==> src/rtl/seg7_scan_4dig_if.sv <==
// Display bus for the 4-digit multiplexed seven-segment scanner: value/dp
// requests in, active-low segment/anode drive and frame pulse out.
interface seg7_scan_4dig_if;
  logic [15:0] val;
  logic [3:0]  dp_in;
  logic [6:0]  seg;
  logic        dp;
  logic [3:0]  an;
  logic        frame;

  modport master (output val, dp_in, input seg, dp, an, frame);
  modport slave  (input val, dp_in, output seg, dp, an, frame);
endinterface

==> src/rtl/seg7_scan_4dig.sv <==
// 4-digit seven-segment scanner with per-frame snapshot of val/dp_in.
// Define SEG7_LZB_EN to enable leading-zero blanking of digits 3..1.
module seg7_scan_4dig #(
  parameter int REFRESH_DIV = 50000
) (
  input logic               clk,
  input logic               r,
  seg7_scan_4dig_if.slave   bus
);

  localparam logic [19:0] PMAX = 20'(REFRESH_DIV - 1);

  logic [19:0] pcnt;
  logic [1:0]  idx;
  logic [15:0] snap_val;
  logic [3:0]  snap_dp;
  logic        rst_q;

  logic        adv;
  logic        take_snap;
  logic [3:0]  nib;
  logic        blank;

  function automatic logic [6:0] font(input logic [3:0] n);
    case (n)
      4'h0: font = 7'h40;
      4'h1: font = 7'h79;
      4'h2: font = 7'h24;
      4'h3: font = 7'h30;
      4'h4: font = 7'h19;
      4'h5: font = 7'h12;
      4'h6: font = 7'h02;
      4'h7: font = 7'h78;
      4'h8: font = 7'h00;
      4'h9: font = 7'h10;
      4'hA: font = 7'h08;
      4'hB: font = 7'h03;
      4'hC: font = 7'h46;
      4'hD: font = 7'h21;
      4'hE: font = 7'h06;
      default: font = 7'h0E;
    endcase
  endfunction

  always_comb begin
    adv       = (pcnt == PMAX);
    // rst_q marks the first cycle after reset: initial snapshot, counters held
    take_snap = rst_q | (adv & (idx == 2'd3));
    case (idx)
      2'd0:    nib = snap_val[3:0];
      2'd1:    nib = snap_val[7:4];
      2'd2:    nib = snap_val[11:8];
      default: nib = snap_val[15:12];
    endcase
    blank = 1'b0;
`ifdef SEG7_LZB_EN
    case (idx)
      2'd1:    blank = (snap_val[15:4]  == 12'h000) && !snap_dp[1];
      2'd2:    blank = (snap_val[15:8]  == 8'h00)   && !snap_dp[2];
      2'd3:    blank = (snap_val[15:12] == 4'h0)    && !snap_dp[3];
      default: blank = 1'b0;
    endcase
`endif
  end

  always_ff @(posedge clk) begin
    if (r) begin
      pcnt      <= 20'd0;
      idx       <= 2'd0;
      snap_val  <= 16'h0000;
      snap_dp   <= 4'h0;
      rst_q     <= 1'b1;
      bus.an    <= 4'b1111;
      bus.seg   <= 7'h7F;
      bus.dp    <= 1'b1;
      bus.frame <= 1'b0;
    end else begin
      rst_q     <= 1'b0;
      bus.frame <= take_snap;
      if (take_snap) begin
        snap_val <= bus.val;
        snap_dp  <= bus.dp_in;
      end
      if (!rst_q) begin
        pcnt <= adv ? 20'd0 : pcnt + 20'd1;
        if (adv) idx <= idx + 2'd1;
      end
      if (rst_q || blank) begin
        bus.an  <= 4'b1111;
        bus.seg <= 7'h7F;
        bus.dp  <= 1'b1;
      end else begin
        bus.an  <= ~(4'b0001 << idx);
        bus.seg <= font(nib);
        bus.dp  <= ~snap_dp[idx];
      end
    end
  end

endmodule

==> src/flat_wrapper.sv <==
// flat-port wrapper written by rule: the top's interface ports become plain ports
module seg7_scan_4dig_flat 
#(
  parameter int REFRESH_DIV = 50000
)
  (clk, r, bus_val, bus_dp_in, bus_seg, bus_dp, bus_an, bus_frame);
  seg7_scan_4dig_if bus_i ();
  input logic clk;
  input logic r;
  input wire logic [$bits(bus_i.val)-1:0] bus_val;
  input wire logic [$bits(bus_i.dp_in)-1:0] bus_dp_in;
  output wire logic [$bits(bus_i.seg)-1:0] bus_seg;
  output wire logic [$bits(bus_i.dp)-1:0] bus_dp;
  output wire logic [$bits(bus_i.an)-1:0] bus_an;
  output wire logic [$bits(bus_i.frame)-1:0] bus_frame;
  assign bus_i.val = bus_val;
  assign bus_i.dp_in = bus_dp_in;
  assign bus_seg = bus_i.seg;
  assign bus_dp = bus_i.dp;
  assign bus_an = bus_i.an;
  assign bus_frame = bus_i.frame;
  seg7_scan_4dig #(.REFRESH_DIV(REFRESH_DIV)) u_core (.clk(clk), .r(r), .bus(bus_i));
endmodule
==> config.mk <==
export PLATFORM = sky130hd
export DESIGN_NAME = seg7_scan_4dig_flat
export DESIGN_NICKNAME = d
export VERILOG_FILES = /design/src/rtl/seg7_scan_4dig_if.sv /design/src/rtl/seg7_scan_4dig.sv /design/src/flat_wrapper.sv
export SDC_FILE = /design/constraint.sdc
export NUM_CORES = 1
export LEC_CHECK = 0
export BUFFER_PORTS_ARGS = -buffer_cell sky130_fd_sc_hd__buf_2
export CAP_MARGIN = 30
export CORE_MARGIN = 4
export CORE_UTILIZATION = 40
export DETAILED_ROUTE_END_ITERATION = 16
export PLACE_DENSITY = 0.66
export SETUP_SLACK_MARGIN = 0.05
export SYNTH_ARGS = -nofsm -noshare
export SYNTH_HDL_FRONTEND = slang
export SYNTH_SLANG_ARGS = --single-unit
==> constraint.sdc <==
create_clock -name clk -period 2.1 [get_ports clk]
set_input_delay 0 -clock clk [delete_from_list [all_inputs] [get_ports clk]]
set_output_delay 0 -clock clk [all_outputs]
set_load 0.02 [all_outputs]
==> reports/qor.yml <==
status:
  status: "completed"
flow_run:
  max_cap_viol_count: 0
power_and_ir_drop:
  ir_drop_uv: 435
  cellPowerDensity_nw_per_um2: 626
  leakage_nw: 1.30
  total_power_mw: 1.97
route:
  first_iter_violations: 92
  vias: 1941
  drcViolationCount: 0
  drt.antenna.violating_nets: 0
  drt-pass1-iter-count: 5
  via_count_normalized_by_instance_count: 4.89
  wl_per_cell_um: 12.8
  drt_wl_total_mm: 5.10
sta:
  relSlewSlack_pct: 57.0
  tightest_slew_ns: 0.643
  totalNegativeSetupSlack_ns: 0
  period_needed_ns: 2.04
  max_transition_viols_final: 0
  timing.final.crit_share_pct: 96.9
  fin_worst_skew_ns: 0.0133
  achievable-frequency_ghz: 0.491
  timing_hold_violations_final: 0
  setup_repair_after_global_routing_missed_its_margin: "yes"
  worst_path_setup_slack_after_routing_ns: 0.0649
  report.final.setup_viol: 0
die:
  fp.dieH_um: 86.6
  design.die.area_sq_um: 7500
  floorplan.core_area_sq_um: 5960
  initial_utilization_pct: 41.5
  die_width_um: 86.6
  io-pin-count: 35
  row_count: 28
worst_hold_path:
  hold_class: "in2reg"
worst_setup_path:
  worst_ep_required_time_ns: 2.25
  critical_path_source_type: "flop"
  timing.critical_path.to_type: "flop"
  worstPathArrival_ns: 2.18
  critPathMaxFanout: 5
  criticalPathCategory: "reg2reg"
  r2r_setup_slack_ns: 0.06
synth:
  synth.distinct_cells: 39
  synthTopCellsByCount: "sky130_fd_sc_hd__dfxtp_1 (56), sky130_fd_sc_hd__nor2_1 (50), sky130_fd_sc_hd__mux2i_1 (26), sky130_fd_sc_hd__nand2_1 (16), sky130_fd_sc_hd__xnor2_1 (15)"
  synth_top_cell_area_share_pct: 45.4
  synth-edff-count: 0
  postSynthAreaPerCell_sq_um: 9.65
  netlist_instances: 256
  synth.top_cells.by_area: "sky130_fd_sc_hd__dfxtp_1 (45%), sky130_fd_sc_hd__mux2i_1 (11%), sky130_fd_sc_hd__nor2_1 (7.6%)"
  mappedNetlistNets: 290
  synth_warnings: 0
  synth-main-ff-cell: "sky130_fd_sc_hd__dfxtp_1"
  flop_and_latch_count_out_of_synthesis: 56
  ys_async_sr_fraction_pct: 0
  post-synth-top-count-cell: "sky130_fd_sc_hd__dfxtp_1"
  yosys.area.top_type: "sky130_fd_sc_hd__dfxtp_1"
  synthesis.area_sq_um: 2470
  synth_seq_area_share_pct: 45.4
clocking:
  cts_buffers: 5
  clock-root-buffer: "sky130_fd_sc_hd__clkbuf_8"
  clk_latency_ns: 0.31
  clock_sinks: 56
  cts_max_level: 2
  tritoncts: "built"
  clock_path_buffers: 2
  clkSlewWorstSetupHoldPaths_ns: 0.11
finish:
  final_design_utilization_pct: 52.9
  layout.nets: 355
  layout-drive-gt1-share_pct: 23.9
  layout-area-overhead-vs-synth_pct: 27.5
  num_antenna_cells: 0
  fillCellCount: 537
placed_design:
  place.gp.congestion: 0.788
  place_ws_ns: -0.0303
  place.detailed.hpwl_mm: 3.36
  input_output_buffers: 34
global_route:
  grt_first_pass_wirelength_mm: 8.49
  groute.usage.overall_pct: 14.0
  grt_antenna_before_repair: 0
  first_global_vias: 1862
  grt_remaining_overflow: 0
  maximum_number_of_pins_on_one_net_before_global_route_repair: 29
[kinds of logic (layout without fill, tap and decap cells)]
logic type                 count (synthesis)  in the layout  share of synthesized area (%)
adders and majority gates                 12             12                           6.08
AOI/OAI and AO/OA                         21             21                           6.08
muxes                                     28             28                           11.9
DFF                                       56             56                           45.4
buffers and inverters                     20             86                           4.76
and+or+nand+nor                           99             99                           18.7
xor gates and xnor gates                  20             20                           7.09
[flip-flops by register name, indices dropped and copies added (netlist names)]
signal and flops:
u_core.pcnt 20, u_core.snap_val 16, u_core.bus.seg 7, u_core.bus.an 4, u_core.snap_dp 4, u_core.idx 2, u_core.bus.dp 1, u_core.bus.frame 1
u_core.rst_q 1
[cell type report]
class	instances	area [sq um]	area share, %
Timing Repair Buffer	67	468	14.9
Clock buffer	5	68.8	2.19
Multi-Input combinational cell	180	1320	42.1
Tap cell	75	93.8	2.98
Clock inverter	3	26.3	0.835
Inverter	11	41.3	1.31
Sequential cell	56	1130	35.8
[stage by stage]
stage                     hold WS (ns)  instance area [sq um]  std cells
after floorplan                 0.0277                   2470        256
after global placement           0.228                   2730        365
after detailed placement         0.237                   2730        365
after CTS                       0.0663                   3040        393
after global routing            0.0889                   3150        397
final                           0.0707                   3150        397
[per-layer routing]
layer	vias to the layer above	GRT usage (%)	part of all wire (%)
met4	0	3.97	0.57
met2	30	22.1	47
met5	-	0	0
li1	1001	-	-
met3	2	3.42	3.8
met1	908	19.1	49
[report_power, final]
part	internal, mW	switching, mW	leakage, nW
Sequential	1.10	0.0225	0.460
Clock	0.244	0.365	0.0487
Combinational	0.120	0.117	0.792
Total	1.46	0.505	1.30
[final timing paths]
kind / from / end / cells after the start
min reg2reg: u_core.snap_dp[2]$_SDFFE_PP0P_ / u_core.snap_dp[2]$_SDFFE_PP0P_ / 2
max: u_core.idx[1]$_SDFFE_PP0P_ / u_core.bus.seg[3]$_SDFF_PP1_ / 8
min: r / u_core.rst_q$_DFF_P_ / 1
max reg2reg: u_core.idx[1]$_SDFFE_PP0P_ / u_core.bus.seg[3]$_SDFF_PP1_ / 8
[layout by cell type, fill, tap and decap left out, types with 3 or more instances in the layout]
master / instances
sky130_fd_sc_hd__ha_1: 6
sky130_fd_sc_hd__a31oi_1: 3
sky130_fd_sc_hd__clkbuf_8: 5
sky130_fd_sc_hd__nand4_1: 4
sky130_fd_sc_hd__o21ai_0: 3
sky130_fd_sc_hd__dfxtp_1: 54
sky130_fd_sc_hd__mux2i_1: 25
sky130_fd_sc_hd__nand2_1: 16
sky130_fd_sc_hd__a222oi_1: 4
sky130_fd_sc_hd__nor4_1: 3
sky130_fd_sc_hd__ha_4: 4
sky130_fd_sc_hd__nand3_1: 3
sky130_fd_sc_hd__buf_2: 34
sky130_fd_sc_hd__dlygate4sd3_1: 20
sky130_fd_sc_hd__nor3_1: 4
sky130_fd_sc_hd__inv_1: 8
sky130_fd_sc_hd__inv_2: 3
sky130_fd_sc_hd__xor2_1: 5
sky130_fd_sc_hd__nor2b_1: 3
sky130_fd_sc_hd__nor2_1: 49
sky130_fd_sc_hd__and3_1: 6
sky130_fd_sc_hd__xnor2_1: 15
sky130_fd_sc_hd__buf_4: 13
[worst max-delay path: stages, from the launching register on]
cell and delay (ns):
sky130_fd_sc_hd__dfxtp_4 0.38, sky130_fd_sc_hd__inv_1 0.11, sky130_fd_sc_hd__ha_2 0.23, sky130_fd_sc_hd__a222oi_1 0.08, sky130_fd_sc_hd__buf_4 0.16, sky130_fd_sc_hd__mux2_2 0.30, sky130_fd_sc_hd__buf_4 0.16, sky130_fd_sc_hd__a2111oi_2 0.36
sky130_fd_sc_hd__a41oi_1 0.08
[what timing repair did]
item / in CTS / in global routing
endpoints found under the hold margin: 20 / 0
buffers inserted: 0 / 4
pin swaps: 5 / 5
resized for setup: 5 / 18
setup endpoints to repair: 5 / 7
hold buffers: 20 / 0
No activity file was read; power rests on OpenSTA's default activity.
